===== src/rtl/mips_pkg.sv =====
// mips_pkg: shared types for the MEM-stage access controller.
// Holds the controller state enum and the default access timeout.
package mips_pkg;

  typedef enum logic [1:0] {
    IDLE,
    ACCESS,
    DONE
  } mem_state_t;

  localparam int unsigned MEM_TIMEOUT_DEF = 15;

endpackage


===== src/rtl/mem_access_ctrl_if.sv =====
// mem_access_ctrl_if: MEM-stage request inputs, memory bus and
// pipeline control outputs of the access controller.
//   slave  : controller side (pipeline/memory in, request/stall out)
//   master : pipeline + memory side
interface mem_access_ctrl_if;

  logic        mem_read;
  logic        mem_write;
  logic [31:0] addr;
  logic [31:0] wdata;
  logic        mem_ready;
  logic [31:0] mem_rdata;
  logic        req_valid;
  logic        req_we;
  logic [31:0] req_addr;
  logic [31:0] req_wdata;
  logic        stall;
  logic        wb_bubble;
  logic [31:0] read_data;
  logic        err;

  modport slave (
    input  mem_read, mem_write, addr, wdata,
    input  mem_ready, mem_rdata,
    output req_valid, req_we, req_addr, req_wdata,
    output stall, wb_bubble, read_data, err
  );

  modport master (
    output mem_read, mem_write, addr, wdata,
    output mem_ready, mem_rdata,
    input  req_valid, req_we, req_addr, req_wdata,
    input  stall, wb_bubble, read_data, err
  );

endinterface


===== src/rtl/mem_timeout_cnt.sv =====
// mem_timeout_cnt: 8-bit ACCESS-cycle counter for the access timeout.
// Ports: clk, reset (async high), clear, en, limit[7:0], expired.
module mem_timeout_cnt (
  input  logic       clk,
  input  logic       reset,
  input  logic       clear,
  input  logic       en,
  input  logic [7:0] limit,
  output logic       expired
);

  logic [7:0] r_cnt;

  always_ff @(posedge clk or posedge reset) begin
    if (reset) begin
      r_cnt <= 8'd0;
    end else if (clear) begin
      r_cnt <= 8'd0;
    end else if (en) begin
      r_cnt <= r_cnt + 8'd1;
    end
  end

  // r_cnt counts completed wait cycles, so the current cycle
  // is the limit-th one when r_cnt is one short of limit.
  assign expired = (r_cnt == limit - 8'd1);

endmodule


===== src/rtl/mem_access_ctrl.sv =====
// mem_access_ctrl: MEM-stage load/store controller with stall,
// writeback bubble, misalignment check and access timeout.
// Ports: clk, reset (async high), bus (mem_access_ctrl_if.slave).
module mem_access_ctrl
  import mips_pkg::*;
#(
  parameter int unsigned TIMEOUT = MEM_TIMEOUT_DEF
) (
  input logic              clk,
  input logic              reset,
  mem_access_ctrl_if.slave bus
);

  localparam logic [7:0] LIMIT = 8'(TIMEOUT);

  mem_state_t  r_state;
  mem_state_t  w_next;
  logic        r_we;
  logic [31:0] r_addr;
  logic [31:0] r_wdata;
  logic [31:0] r_rdata;
  logic        r_err;
  logic        w_req;
  logic        w_mis;
  logic        w_clr;
  logic        w_en;
  logic        w_exp;
  logic        w_stall;

  assign w_req = bus.mem_read | bus.mem_write;
  assign w_mis = bus.addr[1:0] != 2'b00;

  mem_timeout_cnt u_cnt (
    .clk    (clk),
    .reset  (reset),
    .clear  (w_clr),
    .en     (w_en),
    .limit  (LIMIT),
    .expired(w_exp)
  );

  always_comb begin
    w_next = r_state;
    w_clr  = 1'b0;
    w_en   = 1'b0;
    unique case (r_state)
      IDLE: begin
        if (w_req) begin
          w_next = w_mis ? DONE : ACCESS;
          w_clr  = !w_mis;
        end
      end
      ACCESS: begin
        if (bus.mem_ready) begin
          w_next = DONE;
        end else begin
          w_en = 1'b1;
          if (w_exp) w_next = DONE;
        end
      end
      DONE:    w_next = IDLE;
      default: w_next = IDLE;
    endcase
  end

  always_ff @(posedge clk or posedge reset) begin
    if (reset) begin
      r_state <= IDLE;
      r_we    <= 1'b0;
      r_addr  <= 32'd0;
      r_wdata <= 32'd0;
      r_rdata <= 32'd0;
      r_err   <= 1'b0;
    end else begin
      r_state <= w_next;
      r_err   <= 1'b0;
      unique case (r_state)
        IDLE: begin
          if (w_req) begin
            r_addr  <= bus.addr;
            r_wdata <= bus.wdata;
            r_we    <= bus.mem_write;
            if (w_mis) begin
              r_rdata <= 32'd0;
              r_err   <= 1'b1;
            end
          end
        end
        ACCESS: begin
          // ready beats a same-cycle timeout
          if (bus.mem_ready) begin
            r_rdata <= r_we ? 32'd0 : bus.mem_rdata;
          end else if (w_exp) begin
            r_rdata <= 32'd0;
            r_err   <= 1'b1;
          end
        end
        default: ;
      endcase
    end
  end

  // Stall is raised in the request cycle itself, before the
  // state register has moved, and is forced low under reset.
  assign w_stall = !reset &&
    ((r_state == IDLE && w_req) || r_state == ACCESS);

  assign bus.stall     = w_stall;
  assign bus.wb_bubble = w_stall;
  assign bus.req_valid = (r_state == ACCESS);
  assign bus.req_we    = r_we;
  assign bus.req_addr  = r_addr;
  assign bus.req_wdata = r_wdata;
  assign bus.read_data = r_rdata;
  assign bus.err       = r_err;

endmodule

===== src/flat_wrapper.sv =====
// flat-port wrapper written by rule: the top's interface ports become plain ports
module mem_access_ctrl_flat import mips_pkg::*;
#(
  parameter int unsigned TIMEOUT = MEM_TIMEOUT_DEF
)
  (clk, reset, bus_mem_read, bus_mem_write, bus_addr, bus_wdata, bus_mem_ready, bus_mem_rdata, bus_req_valid, bus_req_we, bus_req_addr, bus_req_wdata, bus_stall, bus_wb_bubble, bus_read_data, bus_err);
  mem_access_ctrl_if bus_i ();
  input logic clk;
  input logic reset;
  input wire logic [$bits(bus_i.mem_read)-1:0] bus_mem_read;
  input wire logic [$bits(bus_i.mem_write)-1:0] bus_mem_write;
  input wire logic [$bits(bus_i.addr)-1:0] bus_addr;
  input wire logic [$bits(bus_i.wdata)-1:0] bus_wdata;
  input wire logic [$bits(bus_i.mem_ready)-1:0] bus_mem_ready;
  input wire logic [$bits(bus_i.mem_rdata)-1:0] bus_mem_rdata;
  output wire logic [$bits(bus_i.req_valid)-1:0] bus_req_valid;
  output wire logic [$bits(bus_i.req_we)-1:0] bus_req_we;
  output wire logic [$bits(bus_i.req_addr)-1:0] bus_req_addr;
  output wire logic [$bits(bus_i.req_wdata)-1:0] bus_req_wdata;
  output wire logic [$bits(bus_i.stall)-1:0] bus_stall;
  output wire logic [$bits(bus_i.wb_bubble)-1:0] bus_wb_bubble;
  output wire logic [$bits(bus_i.read_data)-1:0] bus_read_data;
  output wire logic [$bits(bus_i.err)-1:0] bus_err;
  assign bus_i.mem_read = bus_mem_read;
  assign bus_i.mem_write = bus_mem_write;
  assign bus_i.addr = bus_addr;
  assign bus_i.wdata = bus_wdata;
  assign bus_i.mem_ready = bus_mem_ready;
  assign bus_i.mem_rdata = bus_mem_rdata;
  assign bus_req_valid = bus_i.req_valid;
  assign bus_req_we = bus_i.req_we;
  assign bus_req_addr = bus_i.req_addr;
  assign bus_req_wdata = bus_i.req_wdata;
  assign bus_stall = bus_i.stall;
  assign bus_wb_bubble = bus_i.wb_bubble;
  assign bus_read_data = bus_i.read_data;
  assign bus_err = bus_i.err;
  mem_access_ctrl #(.TIMEOUT(TIMEOUT)) u_core (.clk(clk), .reset(reset), .bus(bus_i));
endmodule

===== config.mk =====
export PLATFORM = sky130hd
export DESIGN_NAME = mem_access_ctrl_flat
export DESIGN_NICKNAME = d
export VERILOG_FILES = /design/src/rtl/mips_pkg.sv /design/src/rtl/mem_access_ctrl_if.sv /design/src/rtl/mem_timeout_cnt.sv /design/src/rtl/mem_access_ctrl.sv /design/src/flat_wrapper.sv
export SDC_FILE = /design/constraint.sdc
export NUM_CORES = 1
export LEC_CHECK = 0
export ABC_AREA = 1
export BUFFER_PORTS_ARGS = -buffer_cell sky130_fd_sc_hd__buf_2
export CAP_MARGIN = 40
export CORE_ASPECT_RATIO = 0.6
export CORE_UTILIZATION = 35
export DETAILED_ROUTE_END_ITERATION = 10
export HOLD_SLACK_MARGIN = 0.08
export PLACE_DENSITY = 0.65
export SYNTH_ARGS = -nofsm -noshare
export SYNTH_HDL_FRONTEND = slang
export SYNTH_SLANG_ARGS = --single-unit

===== constraint.sdc =====
create_clock -name clk -period 3.6 [get_ports clk]
set_input_delay 0.72 -clock clk [delete_from_list [all_inputs] [get_ports clk]]
set_output_delay 0.72 -clock clk [all_outputs]
set_load 0.1 [all_outputs]

==> results of run 1 <==
cell usage after synthesis:
library cell | n | area, um2
nand2_1 | 175 | 657
dfrtp_1 | 108 | 2700
inv_1 | 76 | 285
o21ai_0 | 64 | 320
nor2_1 | 17 | 63.8
buf_2 | 11 | 55.1
nand3_1 | 8 | 40.0
a21oi_1 | 5 | 25.0
clkbuf_1 | 5 | 18.8
nand2_2 | 4 | 25.0
o21ai_1 | 4 | 20.0
buf_6 | 3 | 33.8
buf_4 | 2 | 15.0
ha_1 | 2 | 25.0
nand2_4 | 2 | 22.5
nand3_2 | 2 | 20.0
nand4_1 | 2 | 12.5
clkbuf_2 | 1 | 5.00
inv_2 | 1 | 3.75
nor2_4 | 1 | 11.3
nor3_2 | 1 | 10.0
o21ai_2 | 1 | 8.76
critical path: stages:
cell and delay (ns):
buf_2 0.08, inv_1 0.04, nand2_1 0.15, nand3_4 0.09, a21oi_2 0.16, buf_2 0.45
per-layer routing:
layer	GRT usage, %	up-vias	wire [um]
met4	3.41	0	42
li1	-	1886	-
met1	20.0	1696	4820
met5	0	-	0
met3	5.52	5	677
met2	26.2	109	4660
cells by family (layout without fill, tap and decap cells):
family                     Yosys count  after routing  share of synthesized area (%)
DFF                                108            108                           61.7
AOI/OAI and AO/OA                   74             74                           8.54
buffers and inverters               99            300                           9.51
adders and majority gates            2              2                          0.571
and+or+nand+nor                    212            212                           19.7
state kept, by name (all words and copies together), names as in the netlist:
name,count
u_core.bus.read_data,32
u_core.u_cnt.r_cnt,8
u_core.bus.err,1
u_core.r_state,2
u_core.bus.req_addr,32
u_core.bus.req_we,1
u_core.bus.req_wdata,32
cell type report:
type / count / area share, %
inverters: 77 / 4.98
flip-flops and latches: 108 / 46.1
clock buffers: 10 / 4.08
multi-input cells: 288 / 21.8
repair buffers: 207 / 18.4
clock inverters: 6 / 1.11
well taps: 165 / 3.52
per-stage QoR:
step | cells | instance area [um2] | hold WS (ns)
finish | 861 | 5860 | 0.425
global route | 861 | 5860 | 0.459
CTS | 861 | 5860 | 0.432
detailed placement | 845 | 5560 | 0.454
global placement | 843 | 5520 | 0.451
floorplan | 495 | 4380 | 0.503
how the worst min path moves through the flow:
stage                               end  slack, ns
5_1_grt          u_core.bus.req_addr[2]       0.46
6_report       u_core.bus.read_data[30]       0.43
4_1_cts         u_core.bus.req_addr[26]       0.43
3_3_place_gp   u_core.bus.read_data[26]       0.45
3_5_place_dp   u_core.bus.read_data[21]       0.45
2_1_floorplan     u_core.u_cnt.r_cnt[7]       0.50
==> run_results.csv, run 1 <==
group,metric,value,unit
status,status,"finished clean",
hold_path,hp-class,"in2async",
yosys,ys_ff_latch,108,
setup_path,reg2regPathDepth,5,
timing,post-route-period-util,66.8,%
place,gp_congestion,0.801,
setup_path,arrival,1.68,ns
yosys,synth.yosys.seq_area_share,61.7,%
floorplanning,initial_core_util,36.1,%
drt,drc,0,
yosys,syn_inst,495,
place,hpwl,7.58,mm
finish,synthToLayoutAreaGrowth,33.8,%
global_route,antenna_found_initial,0,
clock_tree,cts_buffer_depth,2,
timing,slew-limit-headroom,65.7,%
floorplanning,die_w,146,um
setup_path,critPathKind,"in2out",
timing,layout_setup_ws,1.20,ns
flow_run,maxCapViolCount,0,
finish,multiInputGateArea,0.00128,mm2
floorplanning,core,0.0121,mm2
finish,seq_area,0.00270,mm2
floorplanning,dieArea,0.0130,mm2
yosys,ys.warnings.count,0,
finish,drive_above_1_share,34.1,%
timing,slew_viol_final,0,
yosys,syn_area,0.00438,mm2
yosys,syn-num-nets,598,
clock_tree,cts_tree,"built",
timing,setup_viol,0,
clock_tree,postCtsHoldBufs,0,
floorplanning,die_h,88.7,um
setup_path,rrSetupSlack,2.02,ns
finish,finalNetCount,794,
setup_path,path_max_fanout,3,
timing,fmax,0.416,GHz
finish,n_antenna_cell,0,
timing,fin_tns_setup,0,ns
yosys,ys_types,22,
clock_tree,post_cts_buffers,0,
finish,layout_common_cells,"buf_2, nand2_1, dfrtp_1",
drt,drt_iter0_markers,152,
clock_tree,clk_latency,0.34,ns
setup_path,r2r_end,"u_core.bus.req_wdata[8]",
setup_path,required,2.88,ns
drt,wire_per_inst,11.8,um
clock_tree,cts_max_level,3,
floorplanning,rows,31,
place,dp_slack,1.17,ns
finish,final_util,48.3,%
setup_path,end_kind,"primary output",
drt,dr.pass1.iters,4,
drt,wl,10.2,mm
timing,tightestPinTransition,0.519,ns
clock_tree,root_buffer,"clkbuf_16",
global_route,grt_overflow,0,
yosys,synth.avg_cell_area,8.85,um2
drt,postRouteAntennaNets,0,
clock_tree,clkSlewWorstSetupHoldPaths,0.07,ns
timing,clock_skew,0.00987,ns
setup_path,cp-start-kind,"input port",
finish,final_common_cell,"buf_2",
timing,hold_violations,0,
drt,vias,3696,
global_route,grt_pass1_vias,3427,
timing,min_period,2.40,ns
setup_path,r2r_start,"u_core.r_state[0]",
drt,post_drt_via_cell_ratio,4.29,
place,io_buffers,201,
global_route,grt_pass1_wl,16.3,mm
setup_path,cp-startpoint,"bus_mem_write",
clock_tree,postCtsResizedCells,0,
timing,grt_setup_unrepaired,"no",
floorplanning,ios,202,
global_route,grt_usage,15.7,%
clock_tree,cts_sinks,108,
clock_tree,cts_buffers,9,
finish,nFillCells,1201,
setup_path,worstSetupEndpoint,"bus_wb_bubble",
global_route,grt_max_degree,76,
Power of run 1 is left out: the tool's default activity adds up to more than one toggle a clock period on the data nets, which glitch-free logic cannot reach.
==> run 2, diff against run 1 <==
ABC_AREA = 0   (was 1)
PLACE_DENSITY = default   (was 0.65)
clock period = 2.1 ns   (was 3.6 ns; I/O delays follow)
==> run_results.csv, run 2 <==
group,metric,value,unit
timing,fin_tns_setup,0,ns
drt,drc,0,
yosys,ys_ff_latch,108,
clock_tree,cts_sinks,108,
setup_path,crit_path_cell_trace,"buf_6 > nor2_1 > buf_12",
yosys,synthFlopType,"dfrtp_1",
yosys,synth_area_leaders,"dfrtp_1, mux2_2, nand3_1, o211ai_1, a22oi_1",
yosys,synth_top_area_cell,"dfrtp_1",
hold_path,hp-class,"in2async",
setup_path,end_kind,"primary output",
setup_path,required,1.68,ns
power_and_ir_drop,ir_drop,1.02,mV
setup_path,r2r_end,"u_core.bus.read_data[24]",
global_route,grt_overflow,0,
timing,clock_skew,0.0137,ns
finish,n_antenna_cell,0,
drt,dr.pass1.iters,4,
timing,setup_viol,0,
setup_path,worstSetupEndpoint,"bus_req_valid",
drt,postRouteAntennaNets,0,
yosys,syn_area,0.00494,mm2
clock_tree,cts_tree,"built",
finish,finalNetCount,713,
yosys,yosysMostFrequentCell,"dfrtp_1",
clock_tree,cts_buffer_depth,2,
finish,stdcell_area,0.00652,mm2
global_route,grt_pass1_wl,20.7,mm
power_and_ir_drop,leakagePower,3.09,nW
drt,drt_iter0_markers,259,
setup_path,cp_top_family,"flip-flops",
power_and_ir_drop,power_density,1640,mW/mm2
finish,stdcell_count,807,
timing,min_period,1.96,ns
setup_path,arrival,1.54,ns
timing,post-route-period-util,93.3,%
drt,wl,13.2,mm
timing,fmax,0.510,GHz
floorplanning,die_w,155,um
timing,slew-limit-headroom,59.5,%
yosys,synth_fa_ha_area_share,0.507,%
floorplanning,rows,33,
drt,wl_met2,6.24,mm
yosys,synth_xor_area_share,0.177,%
timing,holdWs,0.203,ns
drt,routed.top_layer,"met4",
place,gp_congestion,0.836,
finish,drive_above_1_share,49.3,%
floorplanning,initial_core_util,36.0,%
setup_path,critPathKind,"reg2out",
place,hpwl,9.12,mm
yosys,synth_edf_count,0,
yosys,yosys-top-cells-count,"dfrtp_1, nand3_1, mux2_2",
finish,final_util,47.5,%
timing,hold_violations,0,
global_route,grt_pass1_vias,3999,
floorplanning,core,0.0137,mm2
drt,post_drt_via_cell_ratio,5.21,
setup_path,rrSetupSlack,0.23,ns
clock_tree,cts_buffers,9,
yosys,async_reset_ff_share,100,%
yosys,synth.avg_cell_area,11.7,um2
timing,tightestPinTransition,0.607,ns
setup_path,reg2regPathDepth,6,
place,io_buffers,201,
setup_path,path_max_fanout,34,
yosys,netlist.area_leader.share,54.7,%
place,dp_slack,0.235,ns
yosys,ys.warnings.count,0,
yosys,synthSimpleGateAreaFrac,14.1,%
yosys,muxShareOfSynthArea,15.0,%
floorplanning,die_h,94,um
global_route,antenna_found_initial,0,
clock_tree,cts_max_level,3,
setup_path,crit_buf_inv,2,
setup_path,critical-path-slowest-cell,"dfrtp_2",
clock_tree,postCtsHoldBufs,0,
status,status,"finished clean",
global_route,grt_usage,17.9,%
clock_tree,root_buffer,"clkbuf_16",
setup_path,cp_num_cells,3,
yosys,syn_inst,423,
yosys,synth_compound_area_share,12.0,%
yosys,ys_types,39,
setup_path,r2r_start,"u_core.u_cnt.r_cnt[0]",
flow_run,maxCapViolCount,0,
timing,slew_viol_final,0,
floorplanning,ios,202,
drt,wl_met1,6.22,mm
finish,nFillCells,1300,
place,place_area,0.00624,mm2
drt,wire_per_inst,16.3,um
setup_path,cp-startpoint,"u_core.r_state[1]",
drt,wl_met3,620,um
floorplanning,dieArea,0.0146,mm2
clock_tree,clkSlewWorstSetupHoldPaths,0.07,ns
yosys,synth_top_family_by_area,"multiplexers",
yosys,syn-num-nets,526,
setup_path,slowest_delay,0.54,ns
finish,synthToLayoutAreaGrowth,32.0,%
power_and_ir_drop,finalPower,10.7,mW
setup_path,cp-start-kind,"register",
clock_tree,clk_latency,0.35,ns
finish,final_common_cell,"buf_2",
place,dp_cells,791,
timing,layout_setup_ws,0.140,ns
timing,grt_setup_unrepaired,"no",
drt,vias,4201,
global_route,grt_max_degree,65,
finish,layout_common_cells,"buf_2, dfrtp_1, nand3_1",
yosys,synth.yosys.seq_area_share,54.7,%
-- run 2: final cells by class --
cell class,instances,area [um2],share of cell area (%)
Clock buffer,10,229,3.51
Clock inverter,6,43.8,0.672
Inverter,4,20.0,0.307
Multi-Input combinational cell,273,2090,32.1
Sequential cell,108,2710,41.5
Tap cell,192,240,3.69
Timing Repair Buffer,214,1180,18.2
-- run 2: cell families (layout without fill, tap and decap cells) --
group,count (synthesis),count (layout)
and+or+nand+nor,123,123
DFF,108,108
AOI/OAI and AO/OA,81,81
muxes,66,66
buffers and inverters,42,234
adders and majority gates,2,2
xor gates and xnor gates,1,1
-- run 2: worst min-delay path by stage --
stage,end,slack (ns),from,cells after the start
floorplan,u_core.u_cnt.r_cnt[7],0.43,u_core.u_cnt.r_cnt[7],1
detailed placement,u_core.u_cnt.r_cnt[7],0.48,u_core.u_cnt.r_cnt[7],1
global route,u_core.u_cnt.r_cnt[2],0.23,reset,3
CTS,u_core.u_cnt.r_cnt[7],0.21,reset,3
global placement,u_core.u_cnt.r_cnt[7],0.45,u_core.u_cnt.r_cnt[7],1
finish,u_core.u_cnt.r_cnt[3],0.20,reset,3
-- run 2: power breakdown --
group          internal (mW)  total, mW  leakage (nW)  switching (mW)
Sequential              2.64       3.02          1.35           0.381
Combinational           1.07       6.08          1.61            5.01
Clock                  0.815       1.60         0.134           0.780
Total                   4.52       10.7          3.09            6.17
-- run 2: repair_timing --
item | CTS | global route
setup buffers | 0 | 0
resized for setup | 0 | 2
setup endpoints to repair | 0 | 3
-- run 2: worst reg2reg max path, stage by stage (launching register included) --
cell	delay, ns
dfrtp_1	0.45
inv_1	0.09
ha_1	0.15
or4b_1	0.49
buf_4	0.26
o211ai_1	0.23
nand3_1	0.09
-- run 2: metal layers --
| layer | up-vias | track usage (%) |
|---|---|---|
| met4 | 0 | 4.66 |
| li1 | 1929 | - |
| met1 | 2129 | 25.2 |
| met3 | 9 | 3.87 |
| met2 | 134 | 27.8 |
| met5 | - | 0 |
No activity file was read; power rests on OpenSTA's default activity.
==> run 3, diff against run 2 <==
CORE_MARGIN = 2   (was default)
==> run_results.csv, run 3 (same netlist as run 2, synthesis figures left out) <==
group,metric,value,unit
status,status,"finished clean",
clock_tree,post_cts_buffers,0,
setup_path,critPathKind,"reg2out",
setup_path,required,1.68,ns
finish,final_common_cell,"buf_2",
power_and_ir_drop,finalPower,10.9,mW
global_route,grtUsageMet3,3.87,%
clock_tree,cts_max_level,3,
drt,drt_iter0_markers,292,
timing,setup_viol,0,
setup_path,path_max_fanout,9,
finish,synthToLayoutAreaGrowth,33.4,%
timing,layout_setup_ws,0.0696,ns
timing,clock_skew,0.0114,ns
timing,post-route-period-util,96.7,%
finish,stdcell_count,809,
timing,tightestPinTransition,0.577,ns
power_and_ir_drop,power_density,1660,mW/mm2
drt,wl,13.5,mm
floorplanning,initial_core_util,36.0,%
drt,wire_per_inst,16.7,um
floorplanning,die_w,157,um
floorplanning,dieArea,0.0151,mm2
power_and_ir_drop,leakagePower,3.13,nW
timing,slew-limit-headroom,61.5,%
finish,n_antenna_cell,0,
hold_path,hp-class,"in2async",
clock_tree,clkSlewWorstSetupHoldPaths,0.07,ns
timing,grt_setup_unrepaired,"no",
timing,holdWs,0.204,ns
global_route,antenna_found_initial,0,
global_route,grt.met2_usage,26.8,%
place,dp_slack,0.233,ns
drt,vias,4185,
setup_path,arrival,1.61,ns
clock_tree,postCtsResizedCells,0,
drt,dr.pass1.iters,5,
global_route,use_met1,25.6,%
floorplanning,ios,202,
setup_path,end_kind,"primary output",
timing,min_period,2.03,ns
power_and_ir_drop,ir_drop,0.898,mV
finish,finalNetCount,715,
timing,slew_viol_final,0,
place,gp_congestion,0.807,
global_route,grt_overflow,0,
clock_tree,cts_sinks,108,
finish,layout_common_cells,"buf_2, dfrtp_1, nand3_1",
floorplanning,core,0.0137,mm2
place,io_buffers,201,
place,hpwl,9.51,mm
global_route,grt_max_degree,82,
global_route,grt_pass1_wl,21.2,mm
flow_run,maxCapViolCount,0,
drt,post_drt_via_cell_ratio,5.17,
floorplanning,rows,33,
clock_tree,cts_buffer_depth,2,
finish,drive_above_1_share,49.4,%
timing,hold_violations,0,
clock_tree,root_buffer,"clkbuf_16",
clock_tree,clk_latency,0.35,ns
global_route,grt_pass1_vias,4088,
setup_path,cp-start-kind,"register",
timing,fmax,0.493,GHz
global_route,grt_usage,17.7,%
floorplanning,die_h,96,um
drt,postRouteAntennaNets,0,
clock_tree,cts_tree,"built",
global_route,grt.busiest_layer,"met2",
place,dp_cells,793,
clock_tree,postCtsHoldBufs,0,
drt,drc,0,
clock_tree,cts_buffers,9,
timing,fin_tns_setup,0,ns
## run 3: changes by cell type in the layout (fill, tap and decap cells not counted)
cell        change
buf_6           -1
clkinv_2        -1
buf_16          +1
buf_8           -1
dfrtp_1         +1
buf_4           +2
clkinv_4        +1
dfrtp_2         -1
clkinvlp_4      -1
clkbuf_1        -1
buf_12          +1
bufinv_16       +1
inv_8           +1
## run 3: power breakdown
part / total [mW] / switching, mW / leakage, nW / internal [mW]
Clock: 1.78 / 0.829 / 0.153 / 0.949
Sequential: 3.01 / 0.373 / 1.35 / 2.64
Combinational: 6.12 / 5.03 / 1.63 / 1.09
Total: 10.9 / 6.23 / 3.13 / 4.68
## run 3: worst max-delay path: stages (launching register included)
cell and delay (ns):
dfrtp_1 0.54, clkinv_2 0.17, a211oi_4 0.34, buf_12 0.22
## run 3: worst paths after layout
path / from / to / slack [ns] / depth (start not counted)
max: u_core.r_state[0] / bus_wb_bubble / 0.07 / 3
min: reset / u_core.bus.read_data[31] / 0.20 / 3
max reg2reg: u_core.u_cnt.r_cnt[0] / u_core.bus.err / 0.23 / 5
min reg2reg: u_core.u_cnt.r_cnt[7] / u_core.u_cnt.r_cnt[7] / 0.48 / 1
max in group asynchronous: reset / u_core.bus.req_addr[9] / 1.51 / 3
min in group clk: bus_wdata[24] / u_core.bus.req_wdata[24] / 0.29 / 2
## run 3: final cells by class
class | count | area (um2)
flip-flops and latches | 108 | 2700
clock buffers | 9 | 225
multi-input cells | 273 | 2090
inverters | 4 | 20.0
clock inverters | 7 | 81.3
well taps | 192 | 240
fillers | 1284 | 7120
repair buffers | 216 | 1220
## run 3: per-layer routing
layer / up-vias / wire (um)
met5: - / 0
met4: 0 / 174
met3: 15 / 800
met2: 150 / 6320
met1: 2074 / 6210
li1: 1946 / -
## run 3: stage by stage
step                      util, %  area (um2)
final                        48.0        6580
after global routing         48.0        6580
after CTS                    48.0        6580
after detailed placement     45.8        6280
after global placement       45.6        6250
after floorplan                 -        4990
